**config.mk**
```make
export PLATFORM = sky130hd
export DESIGN_NAME = program_load_controller
export DESIGN_NICKNAME = d
export VERILOG_FILES = /design/src/rtl/program_load_controller.sv
export SDC_FILE = /design/constraint.sdc
export NUM_CORES = 1
export LEC_CHECK = 0
export CORE_MARGIN = 2
export CORE_UTILIZATION = 50
export CTS_BUF_LIST = sky130_fd_sc_hd__clkbuf_16
export CTS_CLUSTER_DIAMETER = 50
export DETAILED_ROUTE_END_ITERATION = 8
export PLACE_DENSITY = 0.81
export SLEW_MARGIN = 20
export SYNTH_ARGS = -nofsm -noshare
export SYNTH_HDL_FRONTEND = slang
export SYNTH_SLANG_ARGS = --single-unit
```
**constraint.sdc**
```tcl
create_clock -name clk -period 5.86 [get_ports clk]
set_input_delay 0.586 -clock clk [delete_from_list [all_inputs] [get_ports clk]]
set_output_delay 0.586 -clock clk [all_outputs]
set_load 0.02 [all_outputs]
```
**src/rtl/program_load_controller.sv**
```systemverilog
// Boot sequencer: holds the 4-bit core in reset, streams bytes into its 16x8 RAM load port,
// then releases the core and reports HLT. Define PROGRAM_LOAD_CHECKSUM_EN for a trailing checksum.
module program_load_controller #(
   parameter int unsigned ADDR_W = 4,
   parameter int unsigned DATA_W = 8,
   parameter int unsigned DEPTH  = 16
) (
   input  logic              clk,
   input  logic              reset,
   input  logic              start_load,
   input  logic [ADDR_W:0]   load_len,
   input  logic              abort,
   input  logic              wr_valid,
   input  logic [DATA_W-1:0] wr_data,
   output logic              wr_ready,
   output logic              input_mode,
   output logic [ADDR_W-1:0] input_address,
   output logic [DATA_W-1:0] input_program,
   output logic              cpu_reset_n,
   input  logic              cpu_hlt,
   output logic              busy,
   output logic              done,
   output logic              err,
   output logic [ADDR_W:0]   byte_count
);

   localparam int unsigned CntW = ADDR_W + 1;
   localparam logic [CntW-1:0] DepthL = CntW'(DEPTH);
`ifdef PROGRAM_LOAD_CHECKSUM_EN
   localparam logic CsumEn = 1'b1;
`else
   localparam logic CsumEn = 1'b0;
`endif

   typedef enum logic [2:0] {StIdle, StLoad, StSettle, StRun, StHalted} state_e;

   state_e            state_q, state_d;
   logic [CntW-1:0]   len_q;
   logic [CntW-1:0]   cnt_q;
   logic [ADDR_W-1:0] addr_q;
   logic [DATA_W-1:0] sum_q;
   logic              input_mode_q;
   logic [ADDR_W-1:0] input_address_q;
   logic [DATA_W-1:0] input_program_q;
   logic              cpu_reset_n_q;
   logic              done_q;
   logic              err_q;

   logic              len_ok;
   logic [CntW-1:0]   total;
   logic              accept;
   logic              data_phase;
   logic              last_byte;
   logic [DATA_W-1:0] csum_sum;
   logic              csum_ok;

   assign len_ok     = (load_len != '0) && (load_len <= DepthL);
   // With the checksum enabled the session carries one extra, unwritten byte.
   assign total      = len_q + CntW'(CsumEn);
   assign accept     = wr_valid && wr_ready;
   assign data_phase = cnt_q < len_q;
   assign last_byte  = (cnt_q + CntW'(1)) == total;
   assign csum_sum   = sum_q + wr_data;
   assign csum_ok    = (csum_sum == '0);

   // State register
   always_ff @(posedge clk or negedge reset) begin
      if (!reset) begin
         state_q <= StIdle;
      end else begin
         state_q <= state_d;
      end
   end

   // Next-state logic
   always_comb begin
      state_d = state_q;
      case (state_q)
         StIdle: begin
            if (start_load && len_ok) state_d = StLoad;
         end
         StLoad: begin
            if (abort) begin
               state_d = StIdle;
            end else if (accept && last_byte) begin
               state_d = (!CsumEn || csum_ok) ? StSettle : StIdle;
            end
         end
         StSettle: state_d = StRun;
         StRun: begin
            if (cpu_hlt) state_d = StHalted;
         end
         StHalted: begin
            if (start_load && len_ok) state_d = StLoad;
         end
         default: state_d = StIdle;
      endcase
   end

   // Output logic
   always_comb begin
      wr_ready      = (state_q == StLoad) && (cnt_q < total);
      busy          = (state_q == StLoad) || (state_q == StSettle);
      input_mode    = input_mode_q;
      input_address = input_address_q;
      input_program = input_program_q;
      cpu_reset_n   = cpu_reset_n_q;
      done          = done_q;
      err           = err_q;
      byte_count    = cnt_q;
   end

   // Session datapath and registered port outputs
   always_ff @(posedge clk or negedge reset) begin
      if (!reset) begin
         len_q           <= '0;
         cnt_q           <= '0;
         addr_q          <= '0;
         sum_q           <= '0;
         input_mode_q    <= 1'b0;
         input_address_q <= '0;
         input_program_q <= '0;
         cpu_reset_n_q   <= 1'b0;
         done_q          <= 1'b0;
         err_q           <= 1'b0;
      end else begin
         done_q <= 1'b0;
         err_q  <= 1'b0;
         case (state_q)
            StIdle, StHalted: begin
               if (start_load) begin
                  if (len_ok) begin
                     len_q         <= load_len;
                     cnt_q         <= '0;
                     addr_q        <= '0;
                     sum_q         <= '0;
                     cpu_reset_n_q <= 1'b0;
                  end else begin
                     err_q <= 1'b1;
                  end
               end
            end
            StLoad: begin
               if (abort) begin
                  input_mode_q <= 1'b0;
                  err_q        <= 1'b1;
               end else if (accept) begin
                  cnt_q <= cnt_q + CntW'(1);
                  if (data_phase) begin
                     input_address_q <= addr_q;
                     input_program_q <= wr_data;
                     addr_q          <= addr_q + ADDR_W'(1);
                     sum_q           <= csum_sum;
                     input_mode_q    <= 1'b1;
                  end else begin
                     // Checksum byte: keep the last word enabled into SETTLE only on a match.
                     input_mode_q <= csum_ok;
                     err_q        <= !csum_ok;
                  end
               end else if (!data_phase) begin
                  input_mode_q <= 1'b0;
               end
            end
            StSettle: begin
               input_mode_q  <= 1'b0;
               cpu_reset_n_q <= 1'b1;
            end
            StRun: begin
               if (cpu_hlt) done_q <= 1'b1;
            end
            default: ;
         endcase
      end
   end

endmodule

```
==> results of run 1 <==
## layout make-up
class,count,area share
Multi-Input combinational cell,123,0.340
Clock buffer,5,0.0564
Sequential cell,33,0.372
Tap cell,44,0.0248
Inverter,7,0.0119
Clock inverter,3,0.00564
Timing Repair Buffer,42,0.188
## stage by stage
step	cell area (µm²)	total power, mW	setup WS (ps)	util	cells
final	2220	1.09	2830	0.720	257
after global placement	2070	0.816	3230	0.674	249
after CTS	2210	1.09	2880	0.718	257
after global routing	2220	1.16	2680	0.720	257
after floorplan	1640	0.654	3590	-	169
after detailed placement	2070	0.842	3200	0.674	249
## final timing paths
path	from	to
max in group asynchronous	reset	input_program[3]
min reg2reg	input_mode	input_mode
max	byte_count[1]	wr_ready
max reg2reg	byte_count[1]	addr_q[3]
min	input_mode	input_mode
min in group asynchronous	reset	state_q[2]
## worst max-delay path, stage by stage, from the launching register on
cell	delay, ps
dfrtp_1	460
ha_1	310
nor2b_1	120
o211ai_1	100
a21boi_1	500
nor3_1	100
clkdlybuf4s50_1	570
## flip-flops by register name, indices dropped and copies added (netlist names)
register / flops
byte_count: 5
input_mode: 1
cpu_reset_n: 1
input_address: 4
state_q: 3
addr_q: 4
input_program: 8
err: 1
done: 1
len_q: 5
## Yosys cell counts, drive strengths merged, types with 3 or more instances
library cell and n:
a21oi 7, buf 3, clkbuf 3, dfrtp 33, ha 7, inv 7
mux2 5, nand2 45, nand3 4, nor2 8, nor3 5, o21ai 5
xnor2 5, xor2 3
## power by group
part	switching [mW]	internal [mW]	total [mW]
combinational	0.245	0.219	0.464
clock	0.0894	0.153	0.242
sequential	0.0750	0.306	0.381
## kinds of logic (layout without fill, tap and decap cells)
group,count (synthesis),after routing
flops,33,33
mux,6,6
fa+ha+maj,7,7
compound gates,27,27
xor+xnor,8,8
simple gates,75,75
buf+inv,13,57
## per-layer routing
metal | part of all wire | wire length, µm | GRT usage | vias up
met5 | 0 | 0 | 0 | -
met4 | 0.036 | 135 | 0.115 | 0
met3 | 0.064 | 242 | 0.0861 | 16
met2 | 0.48 | 1820 | 0.369 | 46
met1 | 0.42 | 1590 | 0.276 | 653
li1 | - | - | - | 668
==> out/qor.yml, run 1 <==
cts:
  htreeDepth: 2
  clock_sinks: 33
  clock-root-buffer: "clkbuf_16"
  numCtsBuffers: 5
  ctsHoldBuffers: 0
  clkTransAtPathRegs_ps: 50
  cts_resized: 0
  cts_setup_buffers: 0
  clock_latency_ps: 280
  cts_buffer_depth: 2
  cts_tree: "yes"
sta:
  slew_headroom: 0.539
  rsz0062_at_grt: "false"
  fin_setup_tns_ps: 0
  hold_slack_ps: 470
  min_period_ps: 3030
  finalHoldViolations: 0
  period_share: 0.517
  max_slew.worst_pin.slew_ps: 689
  setup_viol: 0
  timing.fmax_ghz: 0.330
  finClkSkew_ps: 5.19
  maxSlewViolCount: 0
logic_synthesis:
  yosysSeqAreaShare: 0.504
  async_reset_ff_frac: 1.00
  ys_top_cells_by_area: "dfrtp_1 50%, nand2_1 10%, ha_1 5.3%"
  synth_compound_area_frac: 0.107
  synth.distinct_cells: 40
  synth_top_area_share: 0.504
  synth_top_area_cell: "dfrtp_1"
  syn_nets: 195
  synth_area_um2: 1640
  syn_inst: 169
  synth-main-ff-cell: "dfrtp_1"
  syn_area_per_cell_um2: 9.70
  synth_enable_flop_cells: 0
  synthMuxAreaShare: 0.0405
  ys_warn_count: 0
  synthAdderAreaFrac: 0.0534
  synthSimpleGateAreaFrac: 0.213
  synth_top_family_by_area: "simple AND/OR/NAND/NOR gates"
  synth_seq_cells: 33
  synth-xor-area-share: 0.0427
route:
  num_vias: 1383
  drt_iter0_drc: 62
  drc: 0
  via_per_inst: 5.38
  drt-total-wl_um: 3790
  first_pass_iters: 4
  post_drt_wl_per_cell_um: 14.7
  ant_nets: 0
pwr:
  cellPowerDensity_nw_per_um2: 491
  peakVddDrop_v: 0.000343
  power.leakage_nw: 1.04
floorplanning:
  core-area_um2: 3080
  fp.dieArea_um2: 3750
  row_count: 20
  die_w_um: 61.3
  pin_count: 42
  die_h_um: 61.3
  start_util: 0.533
layout:
  final_cell_mix: "44 x nand2_1, 41 x clkdlybuf4s50_1, 33 x dfrtp_1"
  fill_cells: 230
  area_growth_syn_to_layout_pct: 35.3
  regArea_um2: 826
  layout-drive-gt1-share: 0.0751
  finalNetCount: 238
  multi_input_area_um2: 754
  antenna_cells: 0
  final_common_cell: "nand2_1"
grt:
  grt_max_degree: 34
  grt_use_total: 0.232
  grt_pass1_wl_um: 6100
  overflow: 0
  first_global_vias: 1373
  antenna_found_initial: 0
worst_setup_path:
  rrSetupSlack_ps: 3220
  worstSetupStartpointType: "flop"
  reg2reg_depth: 7
  end_kind: "output port"
  worstSetupPathType: "reg2out"
  crit_fanout: 6
  required_ps: 5270
  crit_arrival_ps: 2440
hold_path:
  hold-path-cell-count: 2
  hold_path.class: "reg2reg"
place:
  gp_congestion: 0.860
  dp.final_hpwl_um: 2720
  port_buffers: 41
outcome:
  status: "finished, final reports clean"
run:
  maxCapViolCount: 0
(Power assumes the default switching activity.)
==> run 2, diff against run 1 <==
CORE_UTILIZATION = 43   (was 50)
PLACE_DENSITY = 0.74   (was 0.81)
clock period = 2.46 ns   (was 5.86 ns; I/O delays follow)
==> run 2 against run 1 <==
Effect of this change:
- power up 140%
- core utilization decreased by 9.7 points
- first-iteration DRC count rose by 29%
- register-to-register slack lost 2900 ps
- via count shrank 4.0%
- worst setup slack worse by 2600 ps
- worst hold slack got worse by 100 ps
- combinational power up 140%
- sequential cell count unchanged
- critical path depth unchanged
- sequential share of layout area down 1.1 points
- clock skew decreased by 1.9 ps
- critical endpoint unchanged
==> out/qor.yml, run 2 (synthesis results as in run 1) <==
layout:
  layout-drive-gt1-share: 0.122
  final_common_cell: "nand2_1"
  design_area_um2: 2280
  finalNetCount: 246
  fill_cells: 312
  regArea_um2: 826
  antenna_cells: 0
  final_cell_mix: "44 x nand2_1, 40 x clkdlybuf4s50_1, 33 x dfrtp_1"
  largest_reg_flops: 8
  multi_input_area_um2: 752
  area_growth_syn_to_layout_pct: 39.3
floorplanning:
  core-area_um2: 3660
  die_w_um: 65.7
  row_count: 22
  start_util: 0.448
  fp.dieArea_um2: 4320
  pin_count: 42
  die_h_um: 65.7
grt:
  grt_use_total: 0.168
  grt_max_degree: 34
  grt_pass1_wl_um: 5480
  overflow: 0
  antenna_found_initial: 0
  first_global_vias: 1276
sta:
  fin_setup_tns_ps: 0
  max_slew.worst_pin.slew_ps: 414
  min_period_ps: 2220
  slew_headroom: 0.724
  finClkSkew_ps: 3.28
  maxSlewViolCount: 0
  timing.fmax_ghz: 0.451
  setup_viol: 0
  period_share: 0.901
  final.setup.worst_slack_ps: 245
  finalHoldViolations: 0
  rsz0062_at_grt: "false"
run:
  maxCapViolCount: 0
outcome:
  status: "finished, final reports clean"
place:
  dp.final_hpwl_um: 2320
  port_buffers: 41
  postPlaceCellArea_um2: 2140
  dp_slack_ps: 181
  gp_congestion: 0.812
route:
  ant_nets: 0
  drc: 0
  post_drt_wl_per_cell_um: 11.7
  drt_iter0_drc: 80
  via_per_inst: 4.93
  first_pass_iters: 4
  num_vias: 1327
  drt-total-wl_um: 3150
pwr:
  peakVddDrop_v: 0.000871
  p_clk_frac: 0.228
  power.leakage_nw: 1.09
  switching_share: 0.360
  p_int_mw: 1.65
  combPwrFrac: 0.430
  pwr-share-seq: 0.342
  cellPowerDensity_nw_per_um2: 1130
  switchingPower_mw: 0.928
hold_path:
  hold_path.class: "in2async"
cts:
  clock_sinks: 33
  numCtsBuffers: 5
  cts_tree: "yes"
  clock_latency_ps: 280
  clock-root-buffer: "clkbuf_16"
  ctsHoldBuffers: 0
  cts_buffer_depth: 2
  htreeDepth: 2
  clkTransAtPathRegs_ps: 50
worst_setup_path:
  worstSetupPathType: "reg2out"
  crit_arrival_ps: 1970
  worstSetupStartpointType: "flop"
  required_ps: 2210
  end_kind: "output port"
  crit_fanout: 6
run 2: cell count changes in the layout (fill, tap and decap cells not counted):
cell / change
a21boi_1: -1
a21boi_2: +1
buf_4: +8
clkdlybuf4s50_1: -1
clkinv_1: -2
clkinv_2: +1
clkinvlp_4: +1
dlygate4sd2_1: +1
nor3_2: +1
nor3_4: -1
run 2: critical path: stages (launching register included):
cell and delay, ps:
dfrtp_1 440, ha_1 310, nor2b_1 120, o211ai_1 180, a21boi_2 130, nor3_1 160, dlygate4sd2_1 360
run 2: metal layers:
metal	up-vias	track usage	share of wire
li1	679	-	-
met1	610	0.205	0.45
met2	33	0.283	0.48
met3	5	0.0394	0.049
met4	0	0.0703	0.018
met5	-	0	0
run 2: worst paths after layout:
check	startpoint	endpoint	slack (ps)	cells past startpoint
worst max-delay path	byte_count[1]	wr_ready	240	6
worst min-delay path	reset	byte_count[0]	370	2
worst max register to register	byte_count[1]	byte_count[4]	280	7
worst min register to register	input_program[6]	input_program[6]	470	2
max in group asynchronous	reset	len_q[4]	1790	2
min in group clk	input_program[6]	input_program[6]	470	2
run 2: area by class of cell:
class,instances,share of cell area
well taps,48,0.0263
flip-flops and latches,33,0.362
clock inverters,3,0.00767
multi-input cells,123,0.329
clock buffers,5,0.0548
repair buffers,50,0.209
inverters,7,0.0115
run 2: repair_timing:
action                     CTS  global route
buffers inserted             0             0
resized for setup            1             1
setup endpoints to repair    1             1
run 2: power groups by stage:
stage               Combinational, mW  Clock [mW]  Sequential (mW)
global placement                 1.10           0            0.892
detailed placement               1.12           0            0.894
finish                           1.11       0.588            0.879
floorplan                       0.547           0             1.01
global route                     1.24       0.642            0.912
CTS                              1.11       0.605            0.885
run 2: stage by stage:
stage / hold slack, ps / power (mW) / cells / util
global route: 413 / 2.79 / 269 / 0.624
detailed placement: 462 / 2.01 / 261 / 0.584
floorplan: -49.6 / 1.56 / 169 / -
global placement: 458 / 1.99 / 261 / 0.584
finish: 366 / 2.57 / 269 / 0.624
CTS: 382 / 2.60 / 269 / 0.623
==> run 3, diff against run 2 <==
PLACE_DENSITY = 0.82   (was 0.74)
==> run 3 against run 2 <==
Effect of this change:
- sequential share of layout area unchanged
- non-clock buffer count increased by 1
- largest cell class unchanged
- largest power group unchanged
- fmax decreased by 3.1%
==> out/qor.yml, run 3 (synthesis results as in run 1) <==
outcome:
  status: "finished, final reports clean"
layout:
  final_common_cell: "nand2_1"
  antenna_cells: 0
  layout-drive-gt1-share: 0.117
  design_area_um2: 2280
  largest_reg_flops: 8
  area_growth_syn_to_layout_pct: 39.3
  finalNetCount: 247
  final_cell_mix: "44 x nand2_1, 40 x clkdlybuf4s50_1, 33 x dfrtp_1"
sta:
  min_period_ps: 2290
  fin_setup_tns_ps: 0
  slew_headroom: 0.688
  finalHoldViolations: 0
  final.setup.worst_slack_ps: 175
  rsz0062_at_grt: "false"
  setup_viol: 0
  maxSlewViolCount: 0
  finClkSkew_ps: 3.85
  max_slew.worst_pin.slew_ps: 466
  timing.fmax_ghz: 0.438
  period_share: 0.929
cts:
  cts_setup_buffers: 0
  clock-root-buffer: "clkbuf_16"
  cts_resized: 1
  ctsHoldBuffers: 0
  clkTransAtPathRegs_ps: 50
  cts_buffer_depth: 2
  clock_sinks: 33
  cts_tree: "yes"
  clock_latency_ps: 280
  htreeDepth: 2
  numCtsBuffers: 5
grt:
  overflow: 0
  grt_use_total: 0.185
  grt_max_degree: 34
  antenna_found_initial: 0
  first_global_vias: 1315
  grt_pass1_wl_um: 5980
worst_setup_path:
  worstSetupStartpoint: "byte_count[1]"
  crit_fanout: 6
  path_cells: "ha_1 > nor2b_1 > o211ai_1 > a21boi_1 > nor3_1 > dlygate4sd2_1"
  crit_arrival_ps: 2040
  required_ps: 2210
  rrSetupSlack_ps: 240
  worst-path-buf-inv: 1
  r2r-start: "byte_count[1]"
  rr_endpoint: "addr_q[3]"
  crit_family: "compound AO/OA/AOI/OAI gates"
  worstSetupPathType: "reg2out"
  reg2reg_depth: 7
  worstSetupStartpointType: "flop"
  end_kind: "output port"
  crit_slowest_cell: "dfrtp_1"
  slowest_delay_ps: 430
place:
  dp.final_hpwl_um: 2500
  postPlaceCellArea_um2: 2150
  gp_congestion: 0.867
  port_buffers: 41
  dp_slack_ps: 197
route:
  drc: 0
  ant_nets: 0
  via_per_inst: 5.03
  drt-total-wl_um: 3390
  num_vias: 1359
  first_pass_iters: 4
  drt_iter0_drc: 100
  post_drt_wl_per_cell_um: 12.6
pwr:
  power.leakage_nw: 1.10
  peakVddDrop_v: 0.000755
  cellPowerDensity_nw_per_um2: 1130
floorplanning:
  core-area_um2: 3660
  row_count: 22
  die_w_um: 65.7
  fp.dieArea_um2: 4320
  start_util: 0.448
  pin_count: 42
  die_h_um: 65.7
hold_path:
  hold_path.class: "in2async"
run:
  maxCapViolCount: 0
[run 3: cell types whose count changed in the layout (fill, tap and decap cells not counted), sizes merged]
cell,previous run,this run
inv,7,8
clkinvlp,1,0
buf,9,10
[run 3: cell type report]
cell class,count,area [µm²]
clock buffer,5,125
clock inverter,3,13.8
fill,323,1380
inverter,7,26.3
multi-input combinational,123,748
sequential,33,826
tap,48,60.1
timing repair buffer,51,484
[run 3: worst reg2reg max path: cells and delay by family, from the launching register on]
family / cells / cell delay (ps)
adder cells (fa/ha/maj): 1 / 300
AND/OR/NAND/NOR: 3 / 940
AO/OA/AOI/OAI: 3 / 480
flip-flops: 1 / 430
[run 3: report_power, final]
part           internal, mW  total [mW]  switching (mW)
clock                 0.366       0.580           0.214
sequential            0.730       0.881           0.151
combinational         0.546        1.12           0.569
total                  1.64        2.58           0.934
[run 3: worst max-delay path by stage]
stage | end | cells after the start
after floorplan | addr_q[3] | 8
after global placement | wr_ready | 6
after detailed placement | wr_ready | 6
after CTS | wr_ready | 6
after global routing | wr_ready | 7
final | wr_ready | 6
[run 3: stage by stage]
stage                     hold WS [ps]  cells  total power, mW   util
final                              369    270             2.58  0.624
after global routing               408    270             2.76  0.624
after detailed placement           466    262             2.02  0.586
after global placement             457    262             1.99  0.586
after floorplan                  -49.6    169             1.56      -
after CTS                          383    270             2.61  0.624
[run 3: routing by layer]
metal | vias up | global-route usage | share of wire
met5 | - | 0 | 0
met1 | 627 | 0.249 | 0.47
met4 | 0 | 0.0781 | 0.0097
met3 | 4 | 0.0445 | 0.063
met2 | 46 | 0.283 | 0.46
li1 | 682 | - | -
